$ cat config.mk
export PLATFORM = sky130hd
export DESIGN_NAME = pair_unswapper
export DESIGN_NICKNAME = d
export VERILOG_FILES = /design/src/rtl/pair_unswapper.sv
export SDC_FILE = /design/constraint.sdc
export NUM_CORES = 1
export LEC_CHECK = 0
export CAP_MARGIN = 20
export CORE_UTILIZATION = 48
export CTS_BUF_LIST = sky130_fd_sc_hd__clkbuf_4 sky130_fd_sc_hd__clkbuf_8
export CTS_CLUSTER_SIZE = 28
export DETAILED_ROUTE_END_ITERATION = 8
export PLACE_DENSITY = 0.8
export REMOVE_ABC_BUFFERS = 1
export SETUP_SLACK_MARGIN = 0.05
export SLEW_MARGIN = 20
export SYNTH_ARGS = -nofsm -noshare
export SYNTH_HDL_FRONTEND = slang
export SYNTH_SLANG_ARGS = --single-unit
$ cat constraint.sdc
create_clock -name clk -period 4.26 [get_ports clk]
set_input_delay 0.852 -clock clk [delete_from_list [all_inputs] [get_ports clk]]
set_output_delay 0.852 -clock clk [all_outputs]
set_load 0.005 [all_outputs]
$ cat src/rtl/pair_unswapper.sv
// rtl/pair_unswapper.sv - restores original operand order of sorted pairs through a small FIFO
`timescale 1ns/1ps
module pair_unswapper #(
  parameter int width = 8,
  parameter int DEPTH = 2,
  parameter int CNT_W = 16
) (
  input  logic             clk,
  input  logic             rst,
  input  logic             in_valid,
  output logic             in_ready,
  input  logic [width-1:0] largest,
  input  logic [width-1:0] smallest,
  input  logic             swapped,
  output logic             out_valid,
  input  logic             out_ready,
  output logic [width-1:0] a_out,
  output logic [width-1:0] b_out,
  output logic             order_err,
  output logic [CNT_W-1:0] pair_cnt
);

  localparam int            AW       = (DEPTH > 1) ? $clog2(DEPTH) : 1;
  localparam logic [AW:0]   FULL_CNT = (AW+1)'(DEPTH);

  logic [width-1:0] mem_a_q [DEPTH];
  logic [width-1:0] mem_b_q [DEPTH];
  logic [AW-1:0]    wr_ptr_q, rd_ptr_q;
  logic [AW:0]      cnt_q, cnt_d;
  logic             order_err_q;
  logic [CNT_W-1:0] pair_cnt_q;

  logic             full, empty, push, pop, illegal;
  logic [width-1:0] dec_a, dec_b;

  assign full      = (cnt_q == FULL_CNT);
  assign empty     = (cnt_q == '0);
  // Ready comes only from the occupancy register; held low while reset is applied.
  assign in_ready  = ~rst & ~full;
  assign out_valid = ~empty;
  assign push      = in_valid & in_ready;
  assign pop       = out_valid & out_ready;

  // Undo the compare-stage routing before storage, and flag pairs the compare stage could not produce.
  always_comb begin
    dec_a   = swapped ? smallest : largest;
    dec_b   = swapped ? largest  : smallest;
    illegal = (largest < smallest) | (swapped & (largest == smallest));
  end

  // Occupancy next state: unchanged on simultaneous push and pop.
  always_comb begin
    cnt_d = cnt_q;
    case ({push, pop})
      2'b10:   cnt_d = cnt_q + (AW+1)'(1);
      2'b01:   cnt_d = cnt_q - (AW+1)'(1);
      default: cnt_d = cnt_q;
    endcase
  end

  // Storage array; contents are only observed through the valid head, so no reset is needed.
  always_ff @(posedge clk) begin
    if (push) begin
      mem_a_q[wr_ptr_q] <= dec_a;
      mem_b_q[wr_ptr_q] <= dec_b;
    end
  end

  // Pointers, occupancy, sticky error flag and delivered-pair counter.
  always_ff @(posedge clk or posedge rst) begin
    if (rst) begin
      wr_ptr_q    <= '0;
      rd_ptr_q    <= '0;
      cnt_q       <= '0;
      order_err_q <= 1'b0;
      pair_cnt_q  <= '0;
    end else begin
      cnt_q <= cnt_d;
      if (push) begin
        wr_ptr_q <= wr_ptr_q + AW'(1);
        if (illegal) order_err_q <= 1'b1;
      end
      if (pop) begin
        rd_ptr_q   <= rd_ptr_q + AW'(1);
        pair_cnt_q <= pair_cnt_q + CNT_W'(1);
      end
    end
  end

  // Head entry is forced to zero while empty so stale storage never shows.
  assign a_out     = out_valid ? mem_a_q[rd_ptr_q] : '0;
  assign b_out     = out_valid ? mem_b_q[rd_ptr_q] : '0;
  assign order_err = order_err_q;
  assign pair_cnt  = pair_cnt_q;

endmodule

==> summary.md, run 1 <==
Across the VDD grid, the largest voltage drop is 0.303 mV. Traced cell by cell, the critical path runs through mux2i_1 -> nor2_1 -> clkdlybuf4s50_1. The worst-case headroom to the max-slew limit was 35.5%.

The synthesized instance count came out at 205. The synthesized netlist occupies a cell area of 2560 um^2. Clock skew on the completed layout was measured at 0.00511 ns. The tools report the die area as 5630 um^2. Among all stages on the critical path, the largest delay is contributed by sky130_fd_sc_hd__dfrtp_1. The number of synthesized register bits is 53, and the area after detailed placement is 3180 um^2. STA puts the critical path data required time at 3.41 ns.

Time the final worst path needs with I/O delays and setup: 3.02 ns. Entering global routing, the biggest net connects 26 pins. The clock sink count came out at 53. The number of antenna violations at the first check in global routing was 0; the clock transition at the register clock pins on the worst setup and hold paths after CTS was 0.08 ns. The number of design-rule violations left by the first detailed-router iteration was 74; the cts-stage hold buffer count was 0. The average size of a mapped cell is 12.5 um^2, and the average detailed-routed wire length per instance is 14.0 um.

Summing all multi-input logic gate instances after layout gives 985 um^2. On the worst path, the slowest cell contributes a delay of 0.99 ns. The library cell used as clock root buffer was sky130_fd_sc_hd__clkbuf_8. Global routing used 18.4% of the available tracks. STA classifies the critical path startpoint as a flip-flop. The logs give 3380 um for the HPWL after detailed placement and 440 for the filler cell count.

The final antenna diode count is 0. Setup repair after global routing left no endpoint under its margin. Gates resized during post-CTS repair numbered 0. The number of failing setup endpoints in the final timing report was 0; the data arrival time of the critical path was 2.16 ns. The post-CTS repair timing setup buffer count was 0; the actual transition at the worst max-transition pin was 0.967 ns. TritonCTS built the clock tree.

The starting density of the core is 49.9%, and the total length of routed wires is 4670 um. The post-route netlist has 9.09% of its cells at a drive strength greater than 1. The via count normalized by instance count works out to 5.08. The critical path is of the reg -> out type. Overall die width: 75.1 um. The run gives 334 as the final standard cell count with taps included and fillers excluded.

For the number of max-slew violations in the final report, the log shows 0. The first detailed-routing pass took 4 iterations. For the worst-skew pair, the clock arrives at the later sink with an insertion delay of 0.30 ns. The logs give 1,696 for the overall via count from detail_route and 0 for the final number of hold-violating endpoints. The wire length of the first global-routing pass was 7640 um; the total non-filler cell area in the finished layout was 3290 um^2. After detailed placement, the design holds a cell count of 326. Routability-driven placement finished with a final weighted congestion of 0.719.

Static timing analysis puts the maximum clock frequency at 332 MHz. The worst setup path is captured at an output pin. Along the worst path, the maximum fanout reaches 17.

The tools report the worst-case hold slack as 0.481 ns. The tools report the post-synthesis sequential area ratio as 58.0%. The cell family contributing the most delay on the critical path is flip-flops. In this run the remaining antenna-violating nets after routing total 0.

Total power for the finished layout comes to 1.68 mW. Kind of path behind the tightest hold check: reg -> reg. For this run the aggregate overflow at the end of global routing stands at 0. In this run the deepest clock path goes through 2 buffers.

Max-cap violations in this run came to 0. In the final design database the tool counted 294 nets. Power spread over the standard cell area amounts to 509 nW/um^2. The number of different library cells used by synthesis comes to 29.

The number of buffer and inverter instances along the worst setup path works out to 1. The die is 75.1 um tall. In this run the count of I/O pins placed on the die edge is 56. The post-route setup TNS is 0 ns. The tools report the number of buffers created by CTS as 5. Summing all flip-flop and latch instances after layout gives 1490 um^2. In this run the static leakage power is 1.36 nW. Detailed-route DRC error count: 0. Count of synthesis-stage warnings from yosys: 0. The number of H-tree branching levels is 2, and the area of the core region is 5140 um^2. From synthesis to final layout, the design area changed by 28.6%. The run finished with clean final reports. The number of port buffers is 55, and the number of rows created at floorplan is 26. The tools report the via count of the first global-routing pass as 1,640.

The share of the cycle needed by the critical path after routing works out to 70.8%.
[per-stage QoR]
stage	utilization, %	setup slack (ns)
finish	64.1	1.24
global route	64.1	1.14
CTS	64.1	1.22
detailed placement	62.0	1.37
global placement	62.0	1.36
floorplan	-	1.58
[path summary, 6_finish.rpt]
check                             startpoint             to  slack [ns]  depth (start not counted)
max in group asynchronous                rst      order_err        3.03                          3
worst max register to register      cnt_q[0]  mem_b_q[1][6]        2.43                          2
min in group asynchronous                rst   pair_cnt[11]        0.99                          3
worst min register to register  pair_cnt[15]   pair_cnt[15]        0.48                          1
worst min-delay path            pair_cnt[15]   pair_cnt[15]        0.48                          1
worst max-delay path                rd_ptr_q       b_out[6]        1.24                          3
[worst reg2reg max path: stages (launching register included)]
cell,delay [ns]
sky130_fd_sc_hd__dfrtp_1,0.56
sky130_fd_sc_hd__o21a_1,0.22
sky130_fd_sc_hd__and3_1,0.69
[placed cells by master (no fill, tap or decap), drive strengths merged, types with 5 or more instances in the layout]
cell type / netlist / final
clkdlybuf4s50: 0 / 55
edfxtp: 32 / 32
nor2: 22 / 22
dfrtp: 21 / 21
nand2: 17 / 17
xnor2: 16 / 16
mux2i: 16 / 16
inv: 14 / 14
ha: 10 / 10
o21ai: 10 / 10
nand3: 8 / 8
mux2: 8 / 8
clkbuf: 2 / 6
nand4: 5 / 5
[cells in the mapped netlist (all sizes together)]
master	n	share of area [%]
a21oi	4	0.78
and3	2	0.49
buf	5	1.2
clkbuf	2	0.29
dfrtp	21	21
edfxtp	32	37
ha	10	4.9
inv	14	2.1
mux2	8	3.5
mux2i	16	6.2
nand2	17	2.5
nand3	8	1.6
nand4	5	1.8
nor2	22	3.2
nor2b	1	0.24
nor4	2	1.7
o211ai	2	1.1
o21a	1	0.29
o21ai	10	2.4
o311ai	1	0.34
or2	1	0.24
or4	1	0.29
xnor2	16	5.5
xor2	4	1.4
[sequential cells by signal, summed over array words and instances, names as in the netlist]
signal and cells:
rd_ptr_q 1, wr_ptr_q 1, mem_a_q 16, order_err 1, mem_b_q 16, cnt_q 2, pair_cnt 16
[layout make-up]
type	count	share of cell area (%)
clock inverter	2	1.03
tap	70	2.66
sequential	53	45.1
timing repair buffer	58	17.4
clock buffer	6	2.32
multi-input combinational	131	29.9
inverter	14	1.60
[logic make-up after synthesis]
group / synth area share (%)
compound gates: 4.93
xor+xnor: 6.84
fa+ha+maj: 4.88
buf+inv: 3.56
flops: 58.0
mux: 9.77
simple gates: 12.0
[metal layers]
metal | wire (um) | global-route usage (%)
met3 | 145 | 4.02
met2 | 2400 | 30.7
met1 | 2050 | 23.8
met5 | 0 | 0
met4 | 75 | 6.50
[power by group]
part / internal (mW) / total [mW] / switching, mW / leakage [nW]
Combinational: 0.356 / 0.589 / 0.233 / 0.738
Clock: 0.180 / 0.331 / 0.151 / 0.0563
Sequential: 0.638 / 0.757 / 0.118 / 0.562
Note: power is estimated with default switching activity, not from simulation.
==> run 2: changes to the inputs <==
clock period = 3.1 ns   (was 4.26 ns; I/O delays follow)
==> summary.md, run 2 (synthesized netlist as in run 1, its figures left out) <==
The total overflow left after global routing is 0. After detailed routing, the average wire length per cell comes to 14.1 um. The die covers 5630 um^2. Number of max-cap violations: 0. Buffers inserted to repair hold after CTS numbered 0. Setup repair after global routing left no endpoint under its margin. Overall power consumption after layout is estimated at 2.33 mW. The final antenna diode count is 0. The worst hold path begins at pair_cnt[15]. STA classifies the critical path startpoint as a primary input. The number of antenna violations at the first check in global routing is 0, and the worst ir drop on vdd is 0.480 mV.

The run gives 2.48 ns as the required time of the critical path. The worst setup path is captured at an output pin. Leaving out fill and tap cells, the most frequent cells in the layout are sky130_fd_sc_hd__clkdlybuf4s50_1 (55), sky130_fd_sc_hd__edfxtp_1 (32), sky130_fd_sc_hd__nor2_1 (22), sky130_fd_sc_hd__dfrtp_1 (21), sky130_fd_sc_hd__nand2_1 (17). The final critical path takes up 80.4% of the cycle. Counting along the longest clock path gives a buffer depth of 2.

Setup total negative slack on the finished layout was measured at 0 ns. The time the final worst path needs with I/O delays and setup is 2.49 ns. The via count normalized by instance count works out to 4.97. The run gives 0 as the number of failing setup endpoints in the final timing report.

The run gives 7160 um as the wire length of the first global-routing pass. The worst setup path is of the in -> out kind. The path class of the tightest hold or removal check is reg -> reg. Row generation in the floorplan step produced 26 rows. The library cell used as clock root buffer was sky130_fd_sc_hd__clkbuf_8. STA puts the critical path data arrival time at 1.87 ns. The flow ran to the end, and the final reports show no timing, DRC or antenna violations. TritonCTS built the clock tree. Headroom to the max-slew limit came out at 73.7%.

The highest attainable clock frequency was 401 MHz. The setup check on the worst reg-to-reg path leaves a slack of 1.37 ns. The number of buffer and inverter instances along the worst setup path is 3, and the number of port buffers is 55.

The cell family contributing the most delay on the critical path is buffers and inverters. The detailed-route DRC error count was 0. Pin placement for this block handled 56 I/O pins. For this design the ratio of total power to cell area is 701 nW/um^2.

The largest stage delay on the critical path is 0.50 ns. At the later pin of the worst-skew pair, clock insertion delay measures 0.30 ns. Of all nets on the critical path, the largest fanout is 3. The clock arrives with 0.00651 ns of skew.

The run gives 1,676 as the overall via count from detail_route. Of the cells placed in the final design, the portion with a size suffix greater than 1 is 10.5%. The total length of routed wires came out at 4770 um. The endpoint of the lowest-slack register-to-register path is cnt_q[1]. The first routing iteration left 60 violations.

Buffers added to address setup during post-CTS repair amount to 0. The number of cells upsized or downsized after cts is 0. The count of nets left with antenna violations once routing finished came out at 0. The final net count is 297, and the clock transition at the register clock pins on the worst setup and hold paths after CTS is 0.09 ns.

In this run the vertical extent of the chip is 75.1 um. Clock tree synthesis inserted a total of 5 buffers. The library cell used most frequently in the layout, excluding fill and tap cells, is sky130_fd_sc_hd__clkdlybuf4s50_1. The worst hold path cell count is 1. Walking the worst path, the cells encountered are clkdlybuf4s50_1 -> inv_1 -> o21a_1 -> clkdlybuf4s50_1. The leakage component of the power was 1.37 nW; the starting density of the core was 49.9%. The worst hold path terminates at pair_cnt[15]. Entering global routing, the biggest net connects 22 pins.

The number of detailed-routing iterations run before antenna repair was 4. The critical-path cell with the highest stage delay is sky130_fd_sc_hd__clkdlybuf4s50_1. Final number of hold-violating endpoints: 0.

The startpoint identified for the worst register-to-register timing path is cnt_q[0]. The number of max-slew violations in the final report is 0. The area of the core region was 5140 um^2. Overall routing resource usage: 17.6%. The number of cells on the worst reg-to-reg path is 5. The congestion estimate from routability-driven global placement came to 0.753. For the via count of the first global-routing pass, the log shows 1,541. For the pin with the worst max-slew slack, the measured transition is 0.394 ns. The HPWL after detailed placement is 3440 um, and the overall die width is 75.1 um. Counting stages on the worst path, the most repeated cell is sky130_fd_sc_hd__clkdlybuf4s50_1. For the number of H-tree branching levels, the log shows 2. The clock sink count was 53. The post-synthesis to final-layout area growth works out to 29.6%.
==> run 2: where the power goes <==
group / leakage (nW) / total, mW / internal [mW] / switching (mW)
Sequential: 0.562 / 0.992 / 0.878 / 0.114
Clock: 0.0543 / 0.465 / 0.242 / 0.223
Combinational: 0.753 / 0.873 / 0.497 / 0.376
Total: 1.37 / 2.33 / 1.62 / 0.713
==> run 2: metrics by stage <==
stage               std cells  util, %  hold WS [ns]  setup WS [ns]  area (um^2)
floorplan                 198        -         0.461          0.649         2520
global placement          329     62.4         0.461          0.595         3210
detailed placement        329     62.4         0.464          0.607         3210
CTS                       337     64.6         0.482          0.602         3320
global route              337     64.6         0.489          0.539         3320
finish                    337     64.6         0.475          0.609         3320
==> run 2: area by class of cell <==
type | instances | area (um^2)
Fill cell | 418 | 1820
Sequential cell | 53 | 1490
Multi-Input combinational cell | 131 | 985
Timing Repair Buffer | 61 | 596
Tap cell | 70 | 87.6
Clock buffer | 5 | 68.8
Inverter | 14 | 52.6
Clock inverter | 3 | 46.3
==> run 2: layer usage <==
layer | part of all wire [%] | vias to the layer above | global-route usage, %
met1 | 46 | 809 | 22.0
met4 | 0.80 | 0 | 4.40
met3 | 2.3 | 4 | 4.15
met5 | 0 | - | 0
li1 | - | 835 | -
met2 | 51 | 28 | 30.7
==> run 2: worst reg2reg max path: cells and delay by family (launching register included) <==
family	cells	cell delay [ns]
xor+xnor	1	0.13
flops	1	0.51
simple gates	1	0.14
compound gates	1	0.38
buf+inv	1	0.17
fa+ha+maj	1	0.33
==> run 2: worst max path at each step <==
stage             start            end  slack (ns)  depth (start not counted)
2_1_floorplan       rst  mem_a_q[0][0]        0.65                          3
3_5_place_dp        rst       in_ready        0.61                          4
4_1_cts             rst       in_ready        0.60                          4
5_1_grt        cnt_q[0]       b_out[6]        0.54                          4
3_3_place_gp        rst       in_ready        0.59                          4
6_report            rst       in_ready        0.61                          4
==> run 3: changes to the inputs <==
clock period = 2.51 ns   (was 3.1 ns; I/O delays follow)
==> summary.md, run 3 (synthesized netlist as in run 1, its figures left out) <==
The share of the cycle needed by the critical path after routing works out to 93.6%. The number of max-slew violations in the final report is 0, and the overall die width is 75.1 um. The class of the most critical setup path was reg -> out.

The tools report the total non-filler cell area in the finished layout as 3350 um^2. VDD sags by at most 0.682 mV. In the final routed layout, each cell accounts on average for 14.3 um. The capturing element type of the critical path was an output pin. Of the cells placed in the final design, the portion with a size suffix greater than 1 is 11.6%.

Of all nets on the critical path, the largest fanout is 11. For this block, the routed nets add up to 4830 um of wire. The logs give 0 for the final number of hold-violating endpoints and 330 for the number of placed instances with taps included. Adding up every negative setup slack in the final design gives 0 ns.

The worst-case headroom to the max-slew limit came out at 66.0%. The die span in y was 75.1 um. CTS placed an instance of sky130_fd_sc_hd__clkbuf_8 at the clock tree root. The data arrival time of the critical path was 1.85 ns; the number of rows created at floorplan was 26.

The total overflow left after global routing is 0. In this run the top signal layer used is met4. The detailed-route DRC error count came out at 0.

Dividing the detail-routed via count by the number of cells gives 5.03. The via count of the first global-routing pass is 1,556. The min-delay analysis places its worst path in the category reg -> reg.

The final antenna diode count is 0, and the depth of the most critical reg-to-reg path is 7. Setup repair after global routing left no endpoint under its margin. Entering global routing, the biggest net connects 23 pins.

Power spread over the standard cell area amounts to 888 nW/um^2. The kind of launch point of the worst setup path was a flip-flop. The met3 wirelength from detailed routing was 227 um; the post-CTS repair timing setup buffer count was 0. The tools report the clock sink count as 53. The length of routed met2 wiring came out at 2470 um. For the finished layout, the period the worst path requires is 2.35 ns. The tools report the required time of the critical path as 2.01 ns. The final net count is 298, and the worst hold path cell count is 1. The library cells used most frequently in the layout, excluding fill and tap cells, are sky130_fd_sc_hd__clkdlybuf4s50_1 (55), sky130_fd_sc_hd__edfxtp_1 (32), sky130_fd_sc_hd__nor2_1 (21), sky130_fd_sc_hd__dfrtp_1 (20), sky130_fd_sc_hd__nand2_1 (17). For this design the top-level I/O count stands at 56. For the final standard cell count with taps included and fillers excluded, the log shows 338. The flow ran to the end, and the final reports show no timing, DRC or antenna violations. The number of antenna violations at the first check in global routing was 0. The logs give 1,699 for the overall via count from detail_route and 5630 um^2 for the die area. At the pin with the least slew margin, the transition time is 0.510 ns. For this configuration, the core starts out at a cell density of 49.9%.

The total area inside the core boundary comes to 5140 um^2. TritonCTS built the clock tree. The logs give 0.483 ns for the worst-case hold slack and 18.6% for the overall routing resource usage. The area after detailed placement was 3210 um^2; the routability congestion estimate was 0.804.

Setup violations remaining at the end of the flow were counted as 0. Detailed placement ended at an HPWL of 3530 um. The detailed router finished its first iteration with 44 violations.

The wire length of the first global-routing pass was 7470 um; the post-synthesis to final-layout area growth was 30.8%. After detailed routing, the wire length on met1 is 2020 um. The longest clock path from root to sink contains 2 buffers.

Input and output buffers added on the ports amount to 55. Once routing completed, OpenROAD measured the worst setup slack at 0.161 ns. The run gives 4 as the number of detailed-routing iterations run before antenna repair. Clock-pin slew was measured on the worst setup and hold paths at 0.09 ns.

The leakage component of the power is 1.39 nW. The tool flagged a number of max-cap violations equal to 0. In this run the number of H-tree levels came out at 2.

Clock tree synthesis inserted a total of 5 buffers. Based on the critical path, the design can be clocked at up to 426 MHz. In this run the remaining antenna-violating nets after routing total 0.

Before CTS, the worst setup slack after placement is 0.196 ns. Leaving out fill and tap cells, the most frequent cell in the layout is sky130_fd_sc_hd__clkdlybuf4s50_1. The clock reaches the later pin of the worst-skew pair after 0.31 ns. For the final database, setup skew stands at 0.00357 ns.
## run 3: changes by cell type in the layout (fill, tap and decap cells not counted)
cell	previous run	this run
sky130_fd_sc_hd__bufinv_16	1	2
sky130_fd_sc_hd__clkinvlp_4	1	0
sky130_fd_sc_hd__dfrtp_1	21	20
sky130_fd_sc_hd__buf_4	6	7
sky130_fd_sc_hd__nor2_1	22	21
sky130_fd_sc_hd__dfrtp_2	0	1
sky130_fd_sc_hd__clkinv_4	1	0
sky130_fd_sc_hd__clkinv_2	0	1
sky130_fd_sc_hd__nor2_2	0	1
## run 3: metal layers
metal / vias up / global-route usage (%)
li1: 840 / -
met1: 811 / 23.2
met2: 38 / 31.1
met3: 10 / 4.69
met4: 0 / 7.34
met5: - / 0
## run 3: layout make-up
cell class                 count  area (um^2)
sequential                    53         1490
timing repair buffer          62          603
fill                         407         1790
clock inverter                 3         65.1
clock buffer                   5         68.8
inverter                      14         52.6
multi-input combinational    131          987
tap                           70         87.6
## run 3: what timing repair did
action | CTS | global route
setup endpoints to repair | 17 | 0
resized for setup | 2 | 0
hold buffers | 0 | 0
## run 3: worst paths after layout
kind | startpoint | to | slack [ns]
setup / recovery | cnt_q[1] | a_out[1] | 0.16
hold / removal | pair_cnt[15] | pair_cnt[15] | 0.48
setup reg to reg | cnt_q[0] | cnt_q[1] | 0.70
hold reg to reg | pair_cnt[15] | pair_cnt[15] | 0.48
max in group asynchronous | rst | rd_ptr_q | 1.70
min in group asynchronous | rst | pair_cnt[12] | 0.56
## run 3: per-stage QoR
stage | util, % | power [mW]
finish | 65.2 | 2.98
detailed placement | 62.5 | 2.34
floorplan | - | 1.74
global placement | 62.5 | 2.32
global route | 65.2 | 3.14
CTS | 65.2 | 3.01
## run 3: report_power, final
group	internal, mW	leakage (nW)	switching (mW)
clock	0.396	0.0681	0.267
combinational	0.620	0.758	0.430
sequential	1.08	0.561	0.180
## run 3: critical path, stage by stage, from the launching register on
cell,delay [ns]
sky130_fd_sc_hd__dfrtp_1,0.44
sky130_fd_sc_hd__nor2_2,0.31
sky130_fd_sc_hd__buf_4,0.26
sky130_fd_sc_hd__nor2_1,0.06
sky130_fd_sc_hd__clkdlybuf4s50_1,0.46
